--- src/rtl/sprite_renderer.sv ---
// Sprite pixel pipeline: beam coordinates to sprite-local LUT address, palette to RGB222, animation sequencer.
// Optional macro SPRITE_MIRROR_EN adds a horizontal mirror that flips on every animation wrap.
module sprite_renderer #(
  parameter int unsigned SCALE_LOG2 = 2,
  parameter int unsigned NUM_FRAMES = 4,
  parameter int unsigned FRAME_HOLD = 6
) (
  input  logic                          clk,
  input  logic                          rst_n,
  input  logic [9:0]                    hpos,
  input  logic [9:0]                    vpos,
  input  logic                          display_on,
  input  logic                          hsync_in,
  input  logic                          vsync_in,
  input  logic                          frame_start,
  input  logic [9:0]                    sprite_x,
  input  logic [9:0]                    sprite_y,
  output logic [4:0]                    lut_x,
  output logic [4:0]                    lut_y,
  output logic [$clog2(NUM_FRAMES)-1:0] frame_sel,
  input  logic [2:0]                    lut_pixel,
  output logic [1:0]                    r,
  output logic [1:0]                    g,
  output logic [1:0]                    b,
  output logic                          hsync_out,
  output logic                          vsync_out,
  output logic                          de_out
);

  localparam int unsigned FS_W     = $clog2(NUM_FRAMES);
  localparam int unsigned HOLD_W   = (FRAME_HOLD > 1) ? $clog2(FRAME_HOLD) : 1;
  localparam int unsigned SPR_SIZE = 32 << SCALE_LOG2;

  logic [9:0]        pos_x_q, pos_y_q;
  logic [HOLD_W-1:0] hold_cnt_q;
  logic [FS_W-1:0]   frame_sel_q;
  logic [4:0]        lut_x_q, lut_y_q;
  logic              in_box_q, de_q, hs_q, vs_q;
  logic [5:0]        rgb_q;
  logic              hsync_out_q, vsync_out_q, de_out_q;

  logic [10:0]       dx, dy;
  logic [4:0]        col, lut_x_d, lut_y_d;
  logic              in_box_d;
  logic              hold_last, frame_last;
  logic [5:0]        rgb_d;

`ifdef SPRITE_MIRROR_EN
  logic              mirror_q;
`endif

  assign hold_last  = (hold_cnt_q == HOLD_W'(FRAME_HOLD - 1));
  assign frame_last = (frame_sel_q == FS_W'(NUM_FRAMES - 1));

  function automatic logic [5:0] palette(input logic [2:0] idx);
    case (idx)
      3'd1:    palette = 6'b11_11_11;
      3'd2:    palette = 6'b10_10_10;
      3'd3:    palette = 6'b01_01_01;
      3'd4:    palette = 6'b11_10_00;
      3'd5:    palette = 6'b11_11_00;
      3'd6:    palette = 6'b11_01_10;
      default: palette = 6'b00_00_00;
    endcase
  endfunction

  // Stage 1 address generation; the >= compares stop a right/bottom overhang from wrapping.
  always_comb begin
    dx       = {1'b0, hpos} - {1'b0, pos_x_q};
    dy       = {1'b0, vpos} - {1'b0, pos_y_q};
    in_box_d = display_on && (hpos >= pos_x_q) && (dx < 11'(SPR_SIZE)) &&
               (vpos >= pos_y_q) && (dy < 11'(SPR_SIZE));
    col      = 5'(dx >> SCALE_LOG2);
    lut_x_d  = 5'd0;
    lut_y_d  = 5'd0;
    if (in_box_d) begin
`ifdef SPRITE_MIRROR_EN
      lut_x_d = mirror_q ? (5'd31 - col) : col;
`else
      lut_x_d = col;
`endif
      lut_y_d = 5'(dy >> SCALE_LOG2);
    end
  end

  always_comb begin
    rgb_d = 6'd0;
    if (in_box_q && de_q) rgb_d = palette(lut_pixel);
  end

  always_ff @(posedge clk or negedge rst_n) begin
    if (!rst_n) begin
      pos_x_q     <= 10'd0;
      pos_y_q     <= 10'd0;
      hold_cnt_q  <= '0;
      frame_sel_q <= '0;
      lut_x_q     <= 5'd0;
      lut_y_q     <= 5'd0;
      in_box_q    <= 1'b0;
      de_q        <= 1'b0;
      hs_q        <= 1'b1;
      vs_q        <= 1'b1;
      rgb_q       <= 6'd0;
      hsync_out_q <= 1'b1;
      vsync_out_q <= 1'b1;
      de_out_q    <= 1'b0;
    end else begin
      if (frame_start) begin
        pos_x_q <= sprite_x;
        pos_y_q <= sprite_y;
        if (hold_last) begin
          hold_cnt_q  <= '0;
          frame_sel_q <= frame_last ? '0 : frame_sel_q + FS_W'(1);
        end else begin
          hold_cnt_q  <= hold_cnt_q + HOLD_W'(1);
        end
      end
      lut_x_q     <= lut_x_d;
      lut_y_q     <= lut_y_d;
      in_box_q    <= in_box_d;
      de_q        <= display_on;
      hs_q        <= hsync_in;
      vs_q        <= vsync_in;
      rgb_q       <= rgb_d;
      hsync_out_q <= hs_q;
      vsync_out_q <= vs_q;
      de_out_q    <= de_q;
    end
  end

`ifdef SPRITE_MIRROR_EN
  always_ff @(posedge clk or negedge rst_n) begin
    if (!rst_n) begin
      mirror_q <= 1'b0;
    end else if (frame_start && hold_last && frame_last) begin
      mirror_q <= ~mirror_q;
    end
  end
`endif

  assign lut_x     = lut_x_q;
  assign lut_y     = lut_y_q;
  assign frame_sel = frame_sel_q;
  assign r         = rgb_q[5:4];
  assign g         = rgb_q[3:2];
  assign b         = rgb_q[1:0];
  assign hsync_out = hsync_out_q;
  assign vsync_out = vsync_out_q;
  assign de_out    = de_out_q;

endmodule

--- config.mk ---
export PLATFORM = sky130hd
export DESIGN_NAME = sprite_renderer
export DESIGN_NICKNAME = d
export VERILOG_FILES = /design/src/rtl/sprite_renderer.sv
export SDC_FILE = /design/constraint.sdc
export NUM_CORES = 1
export LEC_CHECK = 0
export CAP_MARGIN = 20
export CELL_PAD_IN_SITES_DETAIL_PLACEMENT = 1
export CELL_PAD_IN_SITES_GLOBAL_PLACEMENT = 1
export CORE_MARGIN = 2
export CORE_UTILIZATION = 35
export DETAILED_ROUTE_END_ITERATION = 10
export GPL_TIMING_DRIVEN = 1
export PLACE_DENSITY = 0.87
export SLEW_MARGIN = 10
export SYNTH_ARGS = -nofsm -noshare
export SYNTH_HDL_FRONTEND = slang
export SYNTH_SLANG_ARGS = --single-unit
--- constraint.sdc ---
create_clock -name clk -period 3.2 [get_ports clk]
set_input_delay 0.64 -clock clk [delete_from_list [all_inputs] [get_ports clk]]
set_output_delay 0.64 -clock clk [all_outputs]
set_load 0.03 [all_outputs]
======== Word level (Yosys, flattened, before mapping) ========
Index checks and enable logic that the tools add are counted.
storage, ports and cells
  register bits ........................... 48
  bits in latches ......................... 0
  bits in writable memories ............... 0
  ROM bits ................................ 0
  output and inout bits ................... 21
  memories ................................ 0
operators by class
  $add $sub $neg .......................... 4
  $mul .................................... 0
  divide/modulo/power cells ............... 0
  order comparisons ....................... 4
  equality and inequality tests ........... 8
  shift operators ......................... 0
  muxes and demuxes ....................... 6
  bitwise gates (word level) .............. 0
  reductions and logical operators ........ 6
operators by type and width
  kind                   count
  $pmux W6 S6            1
  $lt A11 B8 Y1 const B  2
  $sub A10 B10 Y11       2
  $ge A10 B10 Y1         2
  $eq A3 B3 Y1 const B   4
  $mux W5                2
  $eq A3 B2 Y1 const B   2
  $mux W6                1
  $logic_and A1 B1 Y1    5
  $add A3 B1 Y3 const B  1
  $eq A3 B1 Y1 const B   1
  $mux W3                1
  $add A2 B1 Y2 const B  1
  $eq A2 B2 Y1 const B   1
  $mux W2                1
  $reduce_and A2 Y1      1

======== Logic depth before layout (Yosys ltp) ========
  depth after elaboration ................. 6
  depth in mapped cells ................... 9
  gate-level depth less buffers ........... 8

======== Worst setup path before layout ========
Ideal clock, no wire load.
  kind .................................... in2reg
  start point ............................. in hpos[7]
  end point ............................... reg lut_y_q[0] (netlist: lut_y[0])
  data arrival time ....................... 2.530 ns
  setup slack ............................. 0.602 ns
  stages on the path ...................... 7
  buffers on the path ..................... 0
  cell sequence ........................... ha_1 -> o21a_1 -> or3_1 -> a2111oi_2 -> o2111a_2 -> nand4b_4 -> and4bb_1
on the way
  word-level cells in the longest chain between the ends .. 6
  elaborated cells on any way between the ends .. 8
ends and longest elaborated chain
  element                                               RTL line  source
  start, declared                                       10        input logic [9:0] hpos,
  $sub A10 B10 Y11 or $ge A10 B10 Y1 (tied branches)    69, 71
  $lt A11 B8 Y1 or $logic_and A1 B1 Y1 (tied branches)  71        in_box_d = display_on && (hpos >= pos_x_q) && (dx < 11'(SPR_SIZE)) &&
  $logic_and A1 B1 Y1 * (2 in a row)                    71
  $logic_and A1 B1 Y1 *                                 72        (vpos >= pos_y_q) && (dy < 11'(SPR_SIZE));
  $mux W5 *                                             76        if (in_box_d) begin
  net lut_y_d[0]                                        43        logic [4:0] col, lut_x_d, lut_y_d;
  end signal, assigned                                  119       lut_y_q <= lut_y_d;
  end, declared                                         37        logic [4:0] lut_x_q, lut_y_q;
Mark *: on every way through the listed nets, which the timed path passes. The rest lies on a longest branch.
A chain may end at the register's enable or synchronous reset.

======== Worst setup path in the final report ========
  start point ............................. in hpos[7]
  end point ............................... reg lut_x_q[0] (netlist: lut_x[0])
on the way
  word-level cells in the longest chain between the ends .. 6
  elaborated cells on any way between the ends .. 8
ends and longest elaborated chain
  element                                               RTL line  source
  $sub A10 B10 Y11 or $ge A10 B10 Y1 (tied branches)    69, 71
  $lt A11 B8 Y1 or $logic_and A1 B1 Y1 (tied branches)  71
  $logic_and A1 B1 Y1 * (2 in a row)                    71
  $logic_and A1 B1 Y1 *                                 72
  $mux W5 *                                             76
  net lut_x_d[0]                                        43
  end signal, assigned                                  118       lut_x_q <= lut_x_d;
  end, declared                                         37
Marks and branches as above.

==> results.py <==
metrics = {
    "status": {
        "outcome": "complete, no violations",
    },
    "power": {
        "power_density_mw_per_mm2": 487,
        "ir_drop_v": 0.000191,
        "p_leak_nw": 1.61,
        "p_total_mw": 1.74,
    },
    "yosys": {
        "yosysWarnings": 0,
        "yosysTopAreaCell": "dfrtp_1",
        "ys_types": 42,
        "synth-edff-count": 0,
        "ys.flop_type": "dfrtp_1",
        "syn_nets": 334,
        "synthCells": 264,
        "ys_ff_latch": 48,
        "synthTopCellsByArea": "dfrtp_1 (43%), ha_1 (10%), o21ai_0 (5.2%)",
        "synth-async-reset-ratio_pct": 100,
        "synth_area_mm2": 0.00258,
        "ys_top_cells_by_count": "dfrtp_1 (44), nand2_1 (30), o21ai_0 (27)",
        "synth_most_common_cell": "dfrtp_1",
        "avgSynthCellArea_um2": 9.77,
        "ys_seq_area_share_pct": 46.8,
        "netlist.area_leader.share_pct": 42.7,
    },
    "sta": {
        "hold_viol": 0,
        "rsz0062_at_grt": "false",
        "clock.fmax_ghz": 0.349,
        "clock_skew_ns": 0.00525,
        "worstMarginPinSlew_ns": 0.464,
        "post-route-min-period_ns": 2.87,
        "fin_crit_sh_pct": 89.6,
        "maxSlewHeadroom_pct": 69.0,
        "finalMaxSlewViolations": 0,
        "fin_hold_ws_ns": 0.242,
        "finalSetupTns_ns": 0,
        "setup_viol": 0,
    },
    "cells_and_area": {
        "fin_area_mm2": 0.00358,
        "layout-drive-gt1-share_pct": 9.36,
        "layout.nets": 411,
        "syn_to_final_growth_pct": 38.7,
        "n_antenna_cell": 0,
    },
    "global_route": {
        "grt_max_degree": 49,
        "grt_pass1_wl_um": 11600,
        "grt_pass1_vias": 2460,
        "grt_usage_pct": 17.7,
        "grt_overflow_total": 0,
        "antenna_found_initial": 0,
    },
    "clock_tree": {
        "clock_latency_ns": 0.30,
        "cts_tree": "done",
        "clk_pin_slew_worst_paths_ns": 0.09,
        "cts_setup_buffers": 0,
        "cts-root-buf": "clkbuf_8",
        "hold_buffers": 0,
        "cts_buffer_depth": 2,
        "cts_buffers": 5,
        "clock_sinks": 48,
        "cts-htree-levels": 2,
        "post_cts_resized": 0,
    },
    "critical_path": {
        "critPathKind": "primary input to flop",
        "slowest_delay_ns": 0.42,
        "path_max_fanout": 10,
        "critPathCaptureType": "flop",
        "slowest_stage": "clkdlybuf4s50_1",
        "path_cells": "clkdlybuf4s50_1 -> ha_1 -> o21a_1 -> or3_1 -> a2111oi_2 -> o2111a_2 -> nand4b_4 -> nor4_1",
        "required_ns": 3.39,
        "arrival_ns": 3.06,
        "worstSetupStartpoint": "hpos[7]",
        "startpoint_type": "primary input",
        "r2r-start": "pos_x_q[7]$_DFFE_PN0P_",
    },
    "flow_run": {
        "drv_cap": 0,
    },
    "drt": {
        "drt_iter0_markers": 88,
        "finalWirelength_um": 6980,
        "via_count": 2226,
        "dr.pass1.iters": 4,
        "drt-vias-per-instance": 5.05,
        "ant_nets": 0,
        "wire_per_inst_um": 15.8,
        "drc": 0,
    },
    "placed_design": {
        "dp_hpwl_um": 5350,
        "placed_area_mm2": 0.00342,
        "place_congestion": 0.810,
        "portBuffers": 69,
    },
    "floorplanning": {
        "ioPinCount": 70,
        "fp-row-count": 31,
        "core_area_mm2": 0.00718,
        "start_util_pct": 35.9,
        "die_y_um": 89.8,
        "die_area_mm2": 0.00807,
        "die_w_um": 89.8,
    },
    "hold_path": {
        "hold_path_class": "primary input to async pin",
    },
}
[area by class of cell]
class                           instances  area, um2
Inverter                               25       93.8
Clock buffer                            5       68.8
Multi-Input combinational cell        183       1250
Fill cell                             810       3600
Timing Repair Buffer                   78        766
Tap cell                               99        124
Clock inverter                          3       68.8
Sequential cell                        48       1210
[state kept, by name, indices dropped and copies added (netlist names), 2 cells and up]
signal	count
hold_cnt_q	3
rgb_q	6
lut_x	5
frame_sel	2
pos_x_q	10
lut_y	5
pos_y_q	10
[metal layers]
layer | global-route usage [%] | part of all wire, %
met1 | 20.2 | 41
met4 | 4.74 | 2.0
met2 | 33.5 | 52
met5 | 0 | 0
met3 | 3.77 | 4.5
[worst paths after layout]
check,endpoint,slack [ns],cells after the start
hold / removal,pos_y_q[2]$_DFFE_PN0P_,0.24,1
setup reg to reg,lut_x[0]$_DFF_PN0_,0.71,8
setup / recovery,lut_x[0]$_DFF_PN0_,0.33,8
min in group clk,vsync_out$_DFF_PN1_,0.36,0
hold reg to reg,vsync_out$_DFF_PN1_,0.36,0
max in group asynchronous,hsync_out$_DFF_PN1_,2.40,2
[power by group]
| group | internal, mW | switching, mW |
|---|---|---|
| clock network | 0.315 | 0.217 |
| registers | 0.664 | 0.0379 |
| logic | 0.236 | 0.271 |
| total | 1.22 | 0.526 |
[placed cells by master, fill, tap and decap left out, drive strengths merged, types with 3 or more instances in the layout]
master	instances
nor2b	4
clkbuf	5
nand2	30
mux2	4
o21a	6
dfstp	4
nor4	3
nand3	7
nor3	14
clkdlybuf4s50	68
xnor2	3
xor2	5
a21o	3
o21ai	27
nand2b	4
buf	10
nor2	7
dfrtp	44
a21oi	11
inv	26
ha	21
[worst max-delay path, delay by kind of cell]
family	cells	cell delay [ns]
AND/OR/NAND/NOR	3	0.84
AO/OA/AOI/OAI	3	0.84
adder cells (fa/ha/maj)	1	0.33
buffers and inverters	1	0.42
[stage by stage]
| step | utilization (%) | cells | setup slack, ns |
|---|---|---|---|
| after floorplan | - | 264 | 0.602 |
| after global routing | 49.8 | 441 | 0.206 |
| final | 49.8 | 441 | 0.333 |
| after detailed placement | 47.6 | 432 | 0.0352 |
| after CTS | 49.6 | 440 | 0.310 |
| after global placement | 47.6 | 432 | 0.0999 |
[logic make-up after synthesis]
logic type / share of synthesized area [%]
AND/OR/NAND/NOR: 16.4
AO/OA/AOI/OAI: 16.6
flip-flops: 46.8
buffers and inverters: 4.80
adder cells (fa/ha/maj): 10.2
XOR/XNOR: 2.72
multiplexers: 2.52
Power figures use the tool's default switching activity.
